===== src/rtl/iic_reg_seq.sv =====
// iic_reg_seq: turns single-byte register write/read requests into the
// command stream of a byte-level I2C master (START, byte writes,
// repeated-start preparation, byte read, STOP), then returns read data and
// NACK status to the requester with a one-cycle response pulse.
module iic_reg_seq #(
  parameter logic [3:0] CMD_START     = 4'd1,
  parameter logic [3:0] CMD_WRDATA    = 4'd2,
  parameter logic [3:0] CMD_RDDATA    = 4'd3,
  parameter logic [3:0] CMD_STOP      = 4'd4,
  parameter logic [3:0] CMD_PRE_START = 4'd5
) (
  input  logic       i_SysClock,
  input  logic       i_ResetN,
  // requester side
  input  logic       i_ReqValid,
  output logic       o_ReqReady,
  input  logic       i_ReqRead,
  input  logic [6:0] i_DevAddr,
  input  logic [7:0] i_RegAddr,
  input  logic [7:0] i_WrData,
  output logic       o_RspValid,
  output logic [7:0] o_RspData,
  output logic       o_RspNack,
  // byte-level master side
  output logic       o_CmdValid,
  output logic [3:0] o_Cmd,
  output logic [7:0] o_TxByte,
  output logic       o_SetAck,
  input  logic [7:0] i_RxByte,
  input  logic       i_Done,
  input  logic       i_GetAck
);

  typedef enum logic [1:0] {IDLE, ISSUE, WAIT, RESP} seqState_t;

  // One command of the sequence as presented to the master.
  typedef struct packed {
    logic [3:0] cmd;
    logic [7:0] txByte;
    logic       setAck;
  } cmdEntry_t;

  seqState_t  state;
  logic [2:0] step;
  logic       reqRead;
  logic [6:0] devAddr;
  logic [7:0] regAddr;
  logic [7:0] wrData;
  logic       nackFlag;

  logic [2:0] lastStep;
  logic [2:0] nextStep;
  cmdEntry_t  firstEntry;
  cmdEntry_t  nextEntry;

  // Sequence table: the command for a given step of a write or read.
  // The final step of either sequence (and any step past the end) is STOP.
  function automatic cmdEntry_t seqEntry(input logic       isRead,
                                         input logic [6:0] dev,
                                         input logic [7:0] rAddr,
                                         input logic [7:0] wData,
                                         input logic [2:0] idx);
    cmdEntry_t e;
    e.cmd    = CMD_STOP;
    e.txByte = 8'h00;
    e.setAck = 1'b0;
    if (isRead) begin
      case (idx)
        3'd0: e.cmd = CMD_START;
        3'd1: begin e.cmd = CMD_WRDATA; e.txByte = {dev, 1'b0}; end
        3'd2: begin e.cmd = CMD_WRDATA; e.txByte = rAddr;       end
        3'd3: e.cmd = CMD_PRE_START;
        3'd4: e.cmd = CMD_START;
        3'd5: begin e.cmd = CMD_WRDATA; e.txByte = {dev, 1'b1}; end
        3'd6: begin e.cmd = CMD_RDDATA; e.setAck = 1'b1;        end
        default: e.cmd = CMD_STOP;
      endcase
    end else begin
      case (idx)
        3'd0: e.cmd = CMD_START;
        3'd1: begin e.cmd = CMD_WRDATA; e.txByte = {dev, 1'b0}; end
        3'd2: begin e.cmd = CMD_WRDATA; e.txByte = rAddr;       end
        3'd3: begin e.cmd = CMD_WRDATA; e.txByte = wData;       end
        default: e.cmd = CMD_STOP;
      endcase
    end
    return e;
  endfunction

  // Next-step selection: a NACK on a written byte skips straight to STOP.
  always_comb begin
    // NOTE: every always_comb output is assigned before any condition so no
    // path leaves it unassigned (which would infer a latch).
    lastStep = reqRead ? 3'd7 : 3'd4;
    nextStep = step + 3'd1;
    if ((o_Cmd == CMD_WRDATA) && i_GetAck) nextStep = lastStep;
    firstEntry = seqEntry(i_ReqRead, i_DevAddr, i_RegAddr, i_WrData, 3'd0);
    nextEntry  = seqEntry(reqRead, devAddr, regAddr, wrData, nextStep);
  end

  // Sequencer FSM with registered outputs; command fields stay put from
  // ISSUE through the end of WAIT so the master may sample them late.
  always_ff @(posedge i_SysClock or negedge i_ResetN) begin
    if (!i_ResetN) begin
      state      <= IDLE;
      step       <= 3'd0;
      reqRead    <= 1'b0;
      devAddr    <= 7'd0;
      regAddr    <= 8'd0;
      wrData     <= 8'd0;
      nackFlag   <= 1'b0;
      o_ReqReady <= 1'b0;
      o_RspValid <= 1'b0;
      o_RspData  <= 8'd0;
      o_RspNack  <= 1'b0;
      o_CmdValid <= 1'b0;
      o_Cmd      <= 4'd0;
      o_TxByte   <= 8'd0;
      o_SetAck   <= 1'b0;
    end else begin
      // NOTE: non-blocking assignments throughout, so every register here
      // updates from values sampled at the same clock edge.
      case (state)
        IDLE: begin
          o_RspValid <= 1'b0;
          if (o_ReqReady && i_ReqValid) begin
            reqRead    <= i_ReqRead;
            devAddr    <= i_DevAddr;
            regAddr    <= i_RegAddr;
            wrData     <= i_WrData;
            nackFlag   <= 1'b0;
            step       <= 3'd0;
            o_Cmd      <= firstEntry.cmd;
            o_TxByte   <= firstEntry.txByte;
            o_SetAck   <= firstEntry.setAck;
            o_CmdValid <= i_Done;
            o_ReqReady <= 1'b0;
            state      <= ISSUE;
          end else begin
            o_ReqReady <= 1'b1;
          end
        end
        ISSUE: begin
          if (o_CmdValid) begin
            o_CmdValid <= 1'b0;
            state      <= WAIT;
          end else if (i_Done) begin
            o_CmdValid <= 1'b1;
          end
        end
        WAIT: begin
          if (i_Done) begin
            if (step == lastStep) begin
              o_RspValid <= 1'b1;
              o_RspNack  <= nackFlag;
              state      <= RESP;
            end else begin
              if ((o_Cmd == CMD_WRDATA) && i_GetAck) nackFlag <= 1'b1;
              if (o_Cmd == CMD_RDDATA) o_RspData <= i_RxByte;
              step       <= nextStep;
              o_Cmd      <= nextEntry.cmd;
              o_TxByte   <= nextEntry.txByte;
              o_SetAck   <= nextEntry.setAck;
              o_CmdValid <= i_Done;
              state      <= ISSUE;
            end
          end
        end
        RESP: begin
          o_RspValid <= 1'b0;
          o_ReqReady <= 1'b1;
          state      <= IDLE;
        end
        default: state <= IDLE;
      endcase
    end
  end

endmodule

===== config.mk =====
export PLATFORM = sky130hd
export DESIGN_NAME = iic_reg_seq
export DESIGN_NICKNAME = d
export VERILOG_FILES = /design/src/rtl/iic_reg_seq.sv
export SDC_FILE = /design/constraint.sdc
export NUM_CORES = 1
export LEC_CHECK = 0
export BUFFER_PORTS_ARGS = -buffer_cell sky130_fd_sc_hd__clkbuf_2
export CAP_MARGIN = 20
export CORE_ASPECT_RATIO = 0.6
export CORE_MARGIN = 1
export CORE_UTILIZATION = 55
export DETAILED_ROUTE_END_ITERATION = 7
export PLACE_DENSITY = 0.81
export SYNTH_ARGS = -nofsm -noshare
export SYNTH_HDL_FRONTEND = slang
export SYNTH_SLANG_ARGS = --single-unit

===== constraint.sdc =====
create_clock -name i_SysClock -period 8.8 [get_ports i_SysClock]
set_clock_uncertainty 0.05 [all_clocks]
set_input_delay 0.44 -clock i_SysClock [delete_from_list [all_inputs] [get_ports i_SysClock]]
set_output_delay 0.44 -clock i_SysClock [all_outputs]
set_load 0.02 [all_outputs]

==> results.toml <==
[place]
dpl_cell_area_um2 = 2990
hpwl_um = 3980
gp_congestion = 0.784
placedCellCount = 343
numPortBuffers = 60

[cts]
cts_resized = 0
cts_setup_buffers = 0
cts_max_level = 2
numCtsBuffers = 5
cts-root-buf = "clkbuf_8"
clk_pin_slew_worst_paths_ns = 0.10
hold_buffers = 0
clk_latency_ns = 0.31
ctsLongestPathBuffers = 2
cts_tree = "yes"
cts.sinks = 54

[worst_setup_path]
crit_start = "o_Cmd[2]"
worstSetupPathType = "register to register"
reg2regPathDepth = 8
regToRegSetupSlack_ns = 5.29
crit_path_end_kind = "register"
regToRegEndpoint = "o_TxByte[7]"
r2r_start = "o_Cmd[2]"
crit_arrival_ns = 3.65
cp-endpoint = "o_TxByte[7]"
crit_path_start_kind = "register"
required_ns = 8.95
crit_fanout = 18

[grt]
antenna_found_initial = 0
grt_pass1_wl_um = 9380
grt_use_total_pct = 23.5
grt_overflow_total = 0
grt_pass1_vias = 1965
grt_max_degree = 55

[logic_synthesis]
synth_ff_type = "dfrtp_1"
ys_async_sr_fraction_pct = 100
yosysSeqAreaShare_pct = 50.7
muxShareOfSynthArea_pct = 14.4
synth_edf_count = 0
synthAdderAreaFrac_pct = 4.69
synth.distinct_cells = 39
synth_most_common_cell = "dfrtp_1"
syn_inst = 231
synth_area_leaders = "dfrtp_1, mux2_2, ha_1"
syn_area_per_cell_um2 = 11.5
netlist.area_leader.share_pct = 50.7
synth-simple-area-share_pct = 9.86
synthesis.area_um2 = 2670
synth_compound_area_share_pct = 16.2
synth_area_leader_cell = "dfrtp_1"
synth_seq_cells = 54
synthXorXnorAreaFrac_pct = 0.329
yosys-top-cells-count = "dfrtp_1, mux2_2, a21oi_1"
synth_nets = 278
synth_top_family_by_area = "compound AO/OA/AOI/OAI gates"
synth_warnings = 0

[sta]
finalHoldViolCount = 0
relSlewSlack_pct = 36.9
worst_pin_slew_ns = 0.939
max_freq_mhz = 285
hold_ws_ns = 0.183
finalCritPeriodShare_pct = 39.8
fin_tns_setup_ns = 0
maxSlewViolCount = 0
rsz0062_at_grt = "no"
min_period_ns = 3.51
finalSetupViolations = 0

[floorplanning]
start_util_pct = 57.8
die-area_um2 = 5140
rows = 19
io_pins = 62
die_height_um = 55.9
die_w_um = 91.9
core_area_um2 = 4610

[route]
drc_errors = 0
via_count = 2007
via_per_inst = 5.72
routed_wl_um = 5490
drt_iter0_markers = 162
postRouteAntennaNets = 0
wire_per_inst_um = 15.6
dr.pass1.iters = 5

[layout]
drive_above_1_share_pct = 37.2
final_cells = 351
diodes = 0
final_nets = 334
syn_to_final_growth_pct = 16.5
fillers = 387
final_cell_area_um2 = 3100

[run_status]
outcome = "completed"

[pwr]
powerDensity_nw_per_um2 = 352
power_mw = 1.09
leakage_nw = 1.50
vdd_ir_drop_max_mv = 0.203

[run]
max_cap_viol_count = 0

[min_path]
min_path_type = "input pin to asynchronous set/reset pin"
## per-layer routing
metal | GRT usage (%) | up-vias | share of wire (%)
met5 | 0 | - | 0
met4 | 4.24 | 0 | 0.42
met3 | 6.56 | 4 | 7.7
met2 | 34.0 | 91 | 40
met1 | 35.9 | 948 | 51
li1 | - | 964 | -
## critical path: stages (launching register included)
cell and delay, ns:
dfrtp_1 0.42, nand4bb_1 0.66, a21oi_1 0.60, inv_1 0.13
ha_1 0.42, or3_1 0.44, nand4_1 0.14, nor2_1 0.18
a221o_1 0.33
## kinds of logic (layout without fill, tap and decap cells)
family          after synthesis  after routing
compound gates               60             60
flops                        54             54
simple gates                 50             50
mux                          34             34
buf+inv                      21             78
fa+ha+maj                    10             10
other cells                   1              1
xor+xnor                      1              1
## through the flow
step	utilization, %	setup WS, ns
3_3_place_gp	64.8	5.47
2_1_floorplan	-	5.86
5_1_grt	67.3	5.07
3_5_place_dp	64.8	5.35
6_report	67.3	5.29
4_1_cts	67.3	5.35
## state kept, by name, summed over array words and instances (netlist names), 2 cells and up
register   count
devAddr        7
step           3
o_TxByte       8
wrData         8
state          2
o_RspData      8
regAddr        8
o_Cmd          3
## cell usage in the layout (no fill, tap or decap), types with 2 or more instances in the layout
master / n
a21o_1: 2
a21oi_1: 15
a221o_1: 7
a22oi_1: 8
a31oi_1: 3
a32o_1: 3
and2_1: 2
buf_4: 2
clkbuf_2: 60
clkbuf_8: 5
clkinvlp_4: 2
dfrtp_1: 54
ha_1: 10
inv_1: 8
mux2_2: 34
nand2_1: 14
nand3_1: 2
nand4_1: 11
nor2_1: 10
nor2b_1: 4
o21ai_0: 10
o2bb2ai_1: 4
## power by group
part / total [mW] / switching (mW) / internal (mW) / leakage [nW]
sequential: 0.438 / 0.0821 / 0.356 / 0.676
clock: 0.166 / 0.0813 / 0.0847 / 0.0504
combinational: 0.490 / 0.273 / 0.217 / 0.777
## final cells by class
| type | instances | area, um^2 | share of cell area, % |
|---|---|---|---|
| multi-input combinational | 156 | 1210 | 39.1 |
| timing repair buffer | 62 | 315 | 10.2 |
| clock inverter | 3 | 45.0 | 1.45 |
| sequential | 54 | 1350 | 43.5 |
| tap | 63 | 78.8 | 2.54 |
| clock buffer | 5 | 68.8 | 2.22 |
| inverter | 8 | 30.0 | 0.967 |
## worst min path at each step
stage                     cells past startpoint           end    startpoint  slack (ns)
after global routing                          2      state[1]      i_ResetN        0.26
after CTS                                     2       reqRead      i_ResetN        0.22
after detailed placement                      1   o_TxByte[0]   o_TxByte[0]        0.44
after global placement                        1  o_RspData[0]  o_RspData[0]        0.43
after floorplan                               0    devAddr[0]      i_ResetN        0.09
final                                         2       reqRead      i_ResetN        0.18
Power figures use the tool's default switching activity.
